===== config.mk =====
export PLATFORM = sky130hd
export DESIGN_NAME = mem_controller
export DESIGN_NICKNAME = d
export VERILOG_FILES = /design/src/rtl/mem_controller.sv
export SDC_FILE = /design/constraint.sdc
export NUM_CORES = 1
export LEC_CHECK = 0
export BUFFER_PORTS_ARGS = -buffer_cell sky130_fd_sc_hd__clkbuf_2
export CAP_MARGIN = 20
export CORE_MARGIN = 10
export CORE_UTILIZATION = 38
export CTS_CLUSTER_DIAMETER = 80
export DETAILED_ROUTE_END_ITERATION = 7
export HOLD_SLACK_MARGIN = 0.08
export PLACE_DENSITY = 0.82
export SYNTH_ARGS = -nofsm -noshare
export SYNTH_HDL_FRONTEND = slang
export SYNTH_HIERARCHICAL = 1
export SYNTH_SLANG_ARGS = --single-unit

===== constraint.sdc =====
create_clock -name clk -period 2.36 [get_ports clk]
set_input_delay 0.118 -clock clk [delete_from_list [all_inputs] [get_ports clk]]
set_output_delay 0.118 -clock clk [all_outputs]
set_load 0.02 [all_outputs]

===== src/rtl/mem_controller.sv =====
// mem_controller: FIFO-ordered arbiter granting one of three clients a shared memory port.
// Latency: request pushed at edge N, granted at edge N+1; a dropped request releases at the next edge.
// Backpressure: clients wait queued until granted; at least one idle cycle separates grants.
// Optional: define MEMCTRL_TIMEOUT_EN to force release after MAX_GRANT_CYCLES granted cycles.

// mem_controller_fifo: small generic FIFO holding queued client ids.
// Latency: pushed entry is visible at the head on the following cycle.
// Backpressure: none; callers never push when full (the arbiter cannot overfill it).
module mem_controller_fifo #(
  parameter int W     = 2,
  parameter int DEPTH = 4
) (
  input  logic         clk,
  input  logic         rst,
  input  logic         push_vld,
  input  logic [W-1:0] push_dat,
  input  logic         pop_vld,
  output logic [W-1:0] pop_dat,
  output logic         empty
);
  localparam int PW = $clog2(DEPTH);

  logic [W-1:0] mem [DEPTH];
  logic [PW-1:0] wr_ptr;
  logic [PW-1:0] rd_ptr;
  logic [PW:0]   count;

  // Pointer and occupancy tracking.
  always_ff @(posedge clk or posedge rst) begin
    if (rst) begin
      wr_ptr <= '0;
      rd_ptr <= '0;
      count  <= '0;
    end else begin
      if (push_vld) wr_ptr <= wr_ptr + 1'b1;
      if (pop_vld)  rd_ptr <= rd_ptr + 1'b1;
      case ({push_vld, pop_vld})
        2'b10:   count <= count + 1'b1;
        2'b01:   count <= count - 1'b1;
        default: count <= count;
      endcase
    end
  end

  // Entry storage; contents are meaningless while empty, so no reset.
  always_ff @(posedge clk) begin
    if (push_vld) mem[wr_ptr] <= push_dat;
  end

  assign pop_dat = mem[rd_ptr];
  assign empty   = (count == '0);
endmodule

module mem_controller #(
  parameter int ADDR_W           = 8,
  parameter int DATA_W           = 32,
  parameter int MAX_GRANT_CYCLES = 16
) (
  input  logic              clk,
  input  logic              rst,
  input  logic [2:0]        requests,
  output logic [2:0]        grantedAccess,
  output logic              enabled,
  output logic [ADDR_W-1:0] address,
  output logic [DATA_W-1:0] dataToMem,
  output logic              readWrite,
  input  logic [ADDR_W-1:0] addr1,
  input  logic [ADDR_W-1:0] addr2,
  input  logic [ADDR_W-1:0] addr3,
  input  logic [DATA_W-1:0] dataToMem1,
  input  logic [DATA_W-1:0] dataToMem2,
  input  logic [DATA_W-1:0] dataToMem3,
  input  logic              readWrite1,
  input  logic              readWrite2,
  input  logic              readWrite3
);
  localparam logic [0:0] IDLE    = 1'b0;
  localparam logic [0:0] GRANTED = 1'b1;

  logic [0:0] state;
  logic [2:0] in_queue;
  logic [2:0] push_mask;
  logic [1:0] push_id;
  logic       push_vld;
  logic       pop_vld;
  logic [1:0] q_head;
  logic       q_empty;
  logic [2:0] head_mask;
  logic       timeout_hit;
  logic       release_grant;

  // Pick the lowest-index client that is requesting, not queued and not granted.
  always_comb begin
    push_mask = 3'b000;
    push_id   = 2'd0;
    for (int i = 2; i >= 0; i--) begin
      if (requests[i] && !in_queue[i] && !grantedAccess[i]) begin
        push_mask = 3'b001 << i;
        push_id   = 2'(i);
      end
    end
  end

  assign push_vld  = |push_mask;
  assign pop_vld   = (state == IDLE) && !q_empty;
  assign head_mask = 3'b001 << q_head;

  mem_controller_fifo #(.W(2), .DEPTH(4)) u_queue (
    .clk      (clk),
    .rst      (rst),
    .push_vld (push_vld),
    .push_dat (push_id),
    .pop_vld  (pop_vld),
    .pop_dat  (q_head),
    .empty    (q_empty)
  );

`ifdef MEMCTRL_TIMEOUT_EN
  localparam int CNT_W = $clog2(MAX_GRANT_CYCLES + 1);
  logic [CNT_W-1:0] grant_cnt;

  // Count cycles spent in GRANTED; restarts from zero at every new grant.
  always_ff @(posedge clk or posedge rst) begin
    if (rst)                 grant_cnt <= '0;
    else if (state == IDLE)  grant_cnt <= '0;
    else                     grant_cnt <= grant_cnt + 1'b1;
  end

  assign timeout_hit = (state == GRANTED) &&
                       (grant_cnt == CNT_W'(MAX_GRANT_CYCLES - 1));
`else
  // Grants never expire in this build.
  assign timeout_hit = 1'b0 & (MAX_GRANT_CYCLES > 0);
`endif

  // A grant ends when its owner drops the request or the grant times out.
  assign release_grant = |(grantedAccess & ~requests) || timeout_hit;

  // Queue membership flags: set on push, cleared when popped into a grant.
  always_ff @(posedge clk or posedge rst) begin
    if (rst) in_queue <= 3'b000;
    else     in_queue <= (in_queue | push_mask) & ~(pop_vld ? head_mask : 3'b000);
  end

  // Grant state machine.
  always_ff @(posedge clk or posedge rst) begin
    if (rst) begin
      state         <= IDLE;
      grantedAccess <= 3'b000;
      enabled       <= 1'b0;
    end else begin
      case (state)
        IDLE: begin
          if (pop_vld) begin
            grantedAccess <= head_mask;
            enabled       <= 1'b1;
            state         <= GRANTED;
          end
        end
        GRANTED: begin
          if (release_grant) begin
            grantedAccess <= 3'b000;
            enabled       <= 1'b0;
            state         <= IDLE;
          end
        end
        default: state <= IDLE;
      endcase
    end
  end

  // Route the granted client's bus onto the shared memory port.
  always_comb begin
    address   = '0;
    dataToMem = '0;
    readWrite = 1'b0;
    case (grantedAccess)
      3'b001: begin address = addr1; dataToMem = dataToMem1; readWrite = readWrite1; end
      3'b010: begin address = addr2; dataToMem = dataToMem2; readWrite = readWrite2; end
      3'b100: begin address = addr3; dataToMem = dataToMem3; readWrite = readWrite3; end
      default: ;
    endcase
  end
endmodule


==> results.cfg <==
[placed_design]
io_buffer_count = 172
dp_hpwl_um = 6768
gpl.final_weighted_congestion = 0.8833
dp_slack_ns = 0.2496

[finish]
multi_input_area_um2 = 1129
nets = 534
syn_to_final_growth_pct = 51.07
drive_gt1_share_pct = 46.62
seqCellArea_um2 = 615.6
antenna-diode-count = 0
final_common_cell = clkbuf_2
nFillCells = 461
mostFrequentLayoutCells = 172 x clkbuf_2, 46 x nand2_1, 41 x a22oi_1, 41 x o21ai_1, 15 x dfrtp_1

[cts]
clockBufferDepth = 2
cts_resized = 0
cts_tree = yes
htree_levels = 1
clock_latency_ns = 0.26
cts.sinks = 23
cts_buffers = 3
clkTransAtPathRegs_ns = 0.07
root_buffer = clkbuf_8

[drt]
drc = 0
drtIter0Drc = 121
avgViaCountPerCell = 5.120
wl_per_cell_um = 17.64
vias = 2386
wl_um = 8222
ant_nets = 0
firstDrtPassIters = 4

[min_path]
hold_class = in2reg
hold_start = requests[0]
min_to = in_queue[0]
whs_path_depth = 3

[timing]
setup_tns_ns = 0
worst_slack_ns = 0.1739
setup_viol = 0
max-slew-margin-rel_pct = 65.75
slew_violations = 0
max_freq_mhz = 457.4
period_share_pct = 92.63
rsz0062_at_grt = no
worst_pin_slew_ns = 0.5098
clock_skew_ns = 0.004515
hold_violations = 0
min_period_ns = 2.186

[worst_setup_path]
worst_setup_path_end_kind = flop
worstSetupPathType = reg2reg
reg2reg_from = grantedAccess[0]
cp-start-kind = flop
cp.arrival_ns = 2.36
r2r.worst_path.cells = 8
cp_data_required_time_ns = 2.54
r2r_slack_ns = 0.17
path_max_fanout = 3
reg2reg_to = u_queue/count[1]

[yosys]
synth_compound_area_share_pct = 31.76
ys.flop_type = dfrtp_1
synthAdderAreaFrac_pct = 4.394
synth_seq_cells = 23
synth_area_um2 = 1879
synth_nets = 367
synth_top_family_by_area = compound AO/OA/AOI/OAI gates
ys_async_sr_fraction_pct = 65.22
synthSimpleGateAreaFrac_pct = 17.71
synth.distinct_cells = 32
synth_edf_count = 8
ys_warn_count = 6
syn_inst = 233
synthMuxAreaShare_pct = 2.796
syn_area_per_cell_um2 = 8.066
synthXorXnorAreaFrac_pct = 2.796
yosysSeqAreaShare_pct = 32.76

[power]
ir_worst_vdd_uv = 873.0
leakagePower_nw = 1.427
powerDensity_nw_per_um2 = 987.2

[die]
fp.dieH_um = 90.33
core_um2 = 4755
dieArea_um2 = 8159
rows = 25
boundaryPins = 173
initial_utilization_pct = 39.53
die_w_um = 90.33

[outcome]
status = finished, final reports clean

[grt]
grtUsageTotal_pct = 18.19
gr-total-overflow = 0
grt_max_degree = 44
grt_pass1_wl_um = 12250
antenna_found_initial = 0
grt_pass1_vias = 2126

[run]
cap_violations = 0
-- kinds of logic after synthesis --
family                   count (synthesis)
buffers and inverters                   29
AND/OR/NAND/NOR                         72
multiplexers                             2
AO/OA/AOI/OAI                           95
XOR/XNOR                                 6
flip-flops                              23
adder cells (fa/ha/maj)                  6
-- cell type report --
| cell class | instances | share of cell area [%] |
|---|---|---|
| Clock inverter | 1 | 0.1763 |
| Timing Repair Buffer | 180 | 32.53 |
| Multi-Input combinational cell | 181 | 39.75 |
| Clock buffer | 3 | 1.454 |
| Inverter | 11 | 1.454 |
| Sequential cell | 23 | 21.68 |
| Tap cell | 67 | 2.953 |
-- report_power, final --
| group | total, mW | switching [mW] | leakage (nW) | internal (mW) |
|---|---|---|---|---|
| Clock | 0.239 | 0.121 | 0.0255 | 0.118 |
| Sequential | 0.676 | 0.111 | 0.248 | 0.565 |
| Combinational | 1.89 | 1.18 | 1.15 | 0.710 |
| Total | 2.80 | 1.41 | 1.43 | 1.39 |
-- worst max-delay path, cell delays in order (launching register included) --
cell	delay [ns]
dfrtp_1	0.38
nor3b_1	0.35
o21bai_1	0.22
o21bai_1	0.20
inv_1	0.07
ha_1	0.23
inv_1	0.07
fa_1	0.40
o21ai_0	0.18
-- Yosys cell counts (2+ instances only) --
library cell	count	share of area, %
a22oi_1	41	16
nor2_1	4	0.80
nand2b_1	4	1.3
xnor2_1	2	0.93
nand2_1	46	9.2
inv_1	11	2.2
o21bai_1	3	1.2
buf_2	6	1.6
nor2b_1	4	1.3
buf_4	8	3.2
a21oi_1	2	0.53
and2_1	4	1.3
o21ai_0	5	1.3
xor2_1	4	1.9
edfxtp_1	8	13
clkbuf_1	4	0.80
dfrtp_1	15	20
ha_1	5	3.3
o21ai_1	41	11
nor3_1	3	0.80
mux4_1	2	2.8
-- per-stage QoR --
step	instance area, um^2	total power, mW	hold slack [ns]	utilization (%)	instances
4_1_cts	2839	2.824	0.1493	59.71	466
6_report	2839	2.803	0.1437	59.71	466
3_3_place_gp	2783	2.530	0.07279	58.53	461
5_1_grt	2839	3.018	0.1637	59.71	466
2_1_floorplan	1879	1.964	-0.07860	-	233
3_5_place_dp	2783	2.572	0.08135	58.53	461
-- sequential cells by signal, summed over array words and instances (netlist names) --
signal / flops
state: 1
u_queue/mem: 8
enabled: 1
in_queue: 3
u_queue/rd_ptr: 2
grantedAccess: 3
u_queue/wr_ptr: 2
u_queue/count: 3
-- metal layers --
metal,track usage [%],vias to the layer above,routed length [um]
met5,0,-,0
met4,2.122,0,41
met3,3.658,4,544
met2,34.20,107,4525
met1,21.10,1098,3111
li1,-,1177,-
-- what timing repair did --
action	CTS	global route
hold endpoints to repair	15	0
buffers inserted	0	0
hold buffers	1	0
-- worst max-delay path by stage --
stage | startpoint | to | cells past startpoint
2_1_floorplan | grantedAccess[0] | u_queue/count[2] | 10
3_3_place_gp | grantedAccess[0] | u_queue/count[2] | 10
3_5_place_dp | grantedAccess[0] | u_queue/count[1] | 8
4_1_cts | grantedAccess[0] | u_queue/count[1] | 8
5_1_grt | grantedAccess[0] | u_queue/count[2] | 10
6_report | grantedAccess[0] | u_queue/count[1] | 8
Note: power is estimated with default switching activity, not from simulation.
